File: config.mk
export PLATFORM = sky130hd
export DESIGN_NAME = fetch_prefetch_queue
export DESIGN_NICKNAME = d
export VERILOG_FILES = /design/src/rtl/fetch_prefetch_queue.sv
export SDC_FILE = /design/constraint.sdc
export NUM_CORES = 1
export LEC_CHECK = 0
export ABC_CLOCK_PERIOD_IN_PS = 6400
export CORE_ASPECT_RATIO = 1.5
export CORE_MARGIN = 3
export CORE_UTILIZATION = 56
export DETAILED_ROUTE_END_ITERATION = 8
export PLACE_DENSITY = 0.92
export SLEW_MARGIN = 20
export SYNTH_ARGS = -nofsm -noshare
export SYNTH_HDL_FRONTEND = slang
export SYNTH_SLANG_ARGS = --single-unit
File: constraint.sdc
create_clock -name i_clk -period 6.4 [get_ports i_clk]
set_input_delay 0.96 -clock i_clk [delete_from_list [all_inputs] [get_ports i_clk]]
set_output_delay 0.96 -clock i_clk [all_outputs]
set_load 0.01 [all_outputs]
File: src/rtl/fetch_prefetch_queue.sv
`default_nettype none
// fetch_prefetch_queue: {pc, instr} prefetch FIFO between fetch and decode, emptied on a redirect.
// Define PREFETCH_BYPASS_EN to let an empty queue forward the fetch word to decode in the same cycle.
module fetch_prefetch_queue #(
  parameter int DEPTH   = 4,
  parameter int PC_W    = 32,
  parameter int INSTR_W = 32
) (
  input  logic                       i_clk,
  input  logic                       i_rst_n,
  input  logic                       i_flush,
  input  logic                       i_valid,
  input  logic [PC_W-1:0]            i_pc,
  input  logic [INSTR_W-1:0]         i_instr,
  output logic                       o_ready,
  output logic                       o_valid,
  output logic [PC_W-1:0]            o_pc,
  output logic [INSTR_W-1:0]         o_instr,
  input  logic                       i_ready,
  output logic [$clog2(DEPTH):0]     o_count
);

  localparam int AW = $clog2(DEPTH);
  localparam int CW = AW + 1;
  localparam logic [CW-1:0] FULL_COUNT = CW'(DEPTH);

  logic [PC_W-1:0]    pc_mem    [DEPTH];
  logic [INSTR_W-1:0] instr_mem [DEPTH];
  logic [AW-1:0]      wr_ptr;
  logic [AW-1:0]      rd_ptr;
  logic [CW-1:0]      count;

  logic has_entry;
  logic push;
  logic pop;
  logic bypass_take;

  assign has_entry = (count != '0);
  assign o_ready   = (count != FULL_COUNT);
  assign o_count   = count;

`ifdef PREFETCH_BYPASS_EN
  logic bypass;

  // Only an empty queue forwards, so the stored head always takes precedence.
  assign bypass      = ~has_entry & i_valid & ~i_flush;
  assign bypass_take = bypass & i_ready;
  assign o_valid     = has_entry | bypass;

  always_comb begin
    o_pc    = '0;
    o_instr = '0;
    if (has_entry) begin
      o_pc    = pc_mem[rd_ptr];
      o_instr = instr_mem[rd_ptr];
    end else if (bypass) begin
      o_pc    = i_pc;
      o_instr = i_instr;
    end
  end
`else
  assign bypass_take = 1'b0;
  assign o_valid     = has_entry;
  assign o_pc        = has_entry ? pc_mem[rd_ptr]    : '0;
  assign o_instr     = has_entry ? instr_mem[rd_ptr] : '0;
`endif

  // A word consumed straight through the bypass is never written.
  assign push = i_valid & o_ready & ~i_flush & ~bypass_take;
  assign pop  = has_entry & i_ready & ~i_flush;

  always_ff @(posedge i_clk) begin
    if (push) begin
      pc_mem[wr_ptr]    <= i_pc;
      instr_mem[wr_ptr] <= i_instr;
    end
  end

  always_ff @(posedge i_clk) begin
    if (!i_rst_n) begin
      wr_ptr <= '0;
      rd_ptr <= '0;
      count  <= '0;
    end else if (i_flush) begin
      count  <= '0;
      rd_ptr <= wr_ptr;
    end else begin
      if (push) wr_ptr <= wr_ptr + AW'(1);
      if (pop)  rd_ptr <= rd_ptr + AW'(1);
      case ({push, pop})
        2'b10:   count <= count + CW'(1);
        2'b01:   count <= count - CW'(1);
        default: count <= count;
      endcase
    end
  end

endmodule
`default_nettype wire

==> impl_metrics.env <==
export IMPL_synth_area_um2=10200
export IMPL_rows=59
export IMPL_fillers=1061
export IMPL_overflow=0
export IMPL_place_ws_ns=2.64
export IMPL_start_util_pct=57.9
export IMPL_track_usage_pct=19.7
export IMPL_synth_top_cells_by_area="edfxtp_1, mux4_2, and2_1"
export IMPL_fmax_mhz=240
export IMPL_cts_setup_buffers=0
export IMPL_antenna_found_initial=1
export IMPL_cts_buffers=23
export IMPL_syn2layout_area_growth_pct=22.1
export IMPL_hold_slack_ns=0.541
export IMPL_cts_tree="built"
export IMPL_fin_util_pct=70.6
export IMPL_synth_top_area_share_pct=75.6
export IMPL_io_buffers=137
export IMPL_cts_hold_fix_buffers=0
export IMPL_netlist_instances=460
export IMPL_finalSetupTns_ns=0
export IMPL_postLayoutSetupSlackWorst_ns=2.23
export IMPL_wl_um=19000
export IMPL_hold_viol_final=0
export IMPL_ys_seq_area_share_pct=77.4
export IMPL_dr_pass1_iters=5
export IMPL_placed_cell_area_um2=11700
export IMPL_status="finished clean"
export IMPL_vias=4873
export IMPL_finalWeightedCongestion=0.743
export IMPL_core_area_um2=17600
export IMPL_maxCapViolCount=0
export IMPL_critPathMaxStageDelay_ns=0.98
export IMPL_required_ns=5.44
export IMPL_drive_gt1_share_pct=16.7
export IMPL_fin_area_um2=12400
export IMPL_synth_top_family_by_area="multiplexers"
export IMPL_setup_viol=0
export IMPL_p_leak_nw=3.93
export IMPL_rsz0062_at_grt="no"
export IMPL_clk_pin_slew_ns=0.06
export IMPL_grt_pass1_wl_um=29500
export IMPL_syn_area_per_cell_um2=22.1
export IMPL_worstHoldPathType="flop to flop"
export IMPL_synthMuxAreaShare_pct=14.4
export IMPL_nNetsFinal=676
export IMPL_avgRoutedWirePerCell_um=22.9
export IMPL_crit_chain="buf_4 > mux4_2 > and2_1 > clkdlybuf4s50_1"
export IMPL_powerDensity_nw_per_um2=284
export IMPL_viasPerCell=5.86
export IMPL_period_share_pct=65.1
export IMPL_period_needed_ns=4.17
export IMPL_yosysTopAreaCell="edfxtp_1"
export IMPL_synth_compound_area_share_pct=0.505
export IMPL_synth_async_sr_flop_share_pct=0
export IMPL_synthAdderAreaFrac_pct=0.812
export IMPL_dieArea_um2=19800
export IMPL_cts_htree_levels=1
export IMPL_grt_pass1_vias=5260
export IMPL_yosys_warnings=0
export IMPL_synthSimpleGateAreaFrac_pct=4.85
export IMPL_synth_common_cells="edfxtp_1, and2_1, mux4_2, dfxtp_1"
export IMPL_crit_slowest_cell="dfxtp_4"
export IMPL_grt_max_degree=66
export IMPL_drt_iter0_markers=260
export IMPL_final_max_slew_viol_count=0
export IMPL_crit_fanout=47
export IMPL_cp_top_family="flip-flops"
export IMPL_worst_slew_margin_rel_pct=34.9
export IMPL_crit_type="flop to output port"
export IMPL_antenna_left=0
export IMPL_die_w_um=116
export IMPL_ys_ff_latch=265
export IMPL_synth_edf_count=256
export IMPL_synth_distinct_cells=23
export IMPL_synth_most_common_cell="edfxtp_1"
export IMPL_clk_latency_ns=0.50
export IMPL_synth_xor_area_share_pct=0.345
export IMPL_tightest_slew_ns=0.976
export IMPL_crit_arrival_ns=3.21
export IMPL_cts_sinks=265
export IMPL_ioPinCount=138
export IMPL_ir_worst_vdd_v=0.000292
export IMPL_die_height_um=171
export IMPL_finalClockSkew_ns=0.0188
export IMPL_start_kind="flop"
export IMPL_cts_root_buf="clkbuf_16"
export IMPL_ys_flop_type="edfxtp_1"
export IMPL_hpwlAfterDp_um=11300
export IMPL_cts_resized=0
export IMPL_crit_buf_inv=2
export IMPL_clockBufferDepth=3
export IMPL_syn_nets=535
export IMPL_remaining_drc_errors=0
export IMPL_end_kind="output port"
[per-layer routing]
| metal | GRT usage (%) | wire (µm) | vias up |
|---|---|---|---|
| met5 | 0 | 0 | - |
| met4 | 8.58 | 700 | 0 |
| met3 | 3.33 | 1090 | 57 |
| met2 | 32.9 | 10100 | 191 |
| met1 | 25.6 | 7120 | 2483 |
| li1 | - | - | 2142 |
[through the flow]
| step | power, mW | std cells |
|---|---|---|
| floorplan | 2.11 | 460 |
| global placement | 2.21 | 789 |
| detailed placement | 2.23 | 789 |
| CTS | 3.55 | 830 |
| global route | 3.63 | 831 |
| finish | 3.52 | 832 |
[cells by family (layout without fill, tap and decap cells)]
group | count (synthesis) | count (layout)
XOR/XNOR | 4 | 4
multiplexers | 66 | 66
AND/OR/NAND/NOR | 81 | 81
AO/OA/AOI/OAI | 9 | 9
adder cells (fa/ha/maj) | 6 | 6
buffers and inverters | 29 | 186
other | 0 | 2
flip-flops | 265 | 265
[power breakdown]
| part | switching, mW | leakage, nW | internal [mW] |
|---|---|---|---|
| combinational | 0.0866 | 1.17 | 0.129 |
| sequential | 0.0312 | 2.40 | 1.94 |
| clock | 0.562 | 0.358 | 0.774 |
| total | 0.679 | 3.93 | 2.84 |
[registers in the layout, indices dropped and copies added, names as in the netlist, named ones only]
register / cells
instr_mem: 128
o_count: 3
pc_mem: 128
rd_ptr: 2
wr_ptr: 2
[final timing paths]
kind,from,endpoint,slack (ns),cells after the start
max,flop,o_pc[5],2.23,4
min,wr_ptr[0],wr_ptr[0],0.54,2
max reg2reg,o_count[2],o_count[2],3.72,9
min reg2reg,wr_ptr[0],wr_ptr[0],0.54,2
[layout by cell type, fill, tap and decap left out]
cell type        count
edfxtp_1           256
clkdlybuf4s50_1    137
mux4_2              64
and2_1              64
clkbuf_16           23
clkinv_1            10
inv_1                7
dfxtp_1              7
nand2_1              5
ha_1                 5
nor2_1               4
and2_4               4
xor2_1               4
a21oi_1              4
clkinv_2             4
o21ai_0              3
bufinv_16            3
diode_2              2
mux2i_1              2
dfxtp_4              2
or3_4                1
or3b_1               1
o31ai_1              1
and3_1               1
o311ai_0             1
or3_2                1
fa_1                 1
clkbuf_1             1
buf_4                1
[layout make-up]
cell class	count	area [µm²]	area share (%)
sequential	265	7880	63.4
multi-input combinational	166	2130	17.2
timing repair buffer	138	1380	11.1
clock buffer	24	579	4.67
tap	213	267	2.15
clock inverter	17	148	1.19
inverter	7	26.3	0.212
antenna	2	5.00	0.0403
[tightest hold or removal path, stage by stage (launching register included)]
cell,delay [ns]
dfxtp_1,0.35
nand2_1,0.08
mux2i_1,0.06
Power figures use the tool's default switching activity.
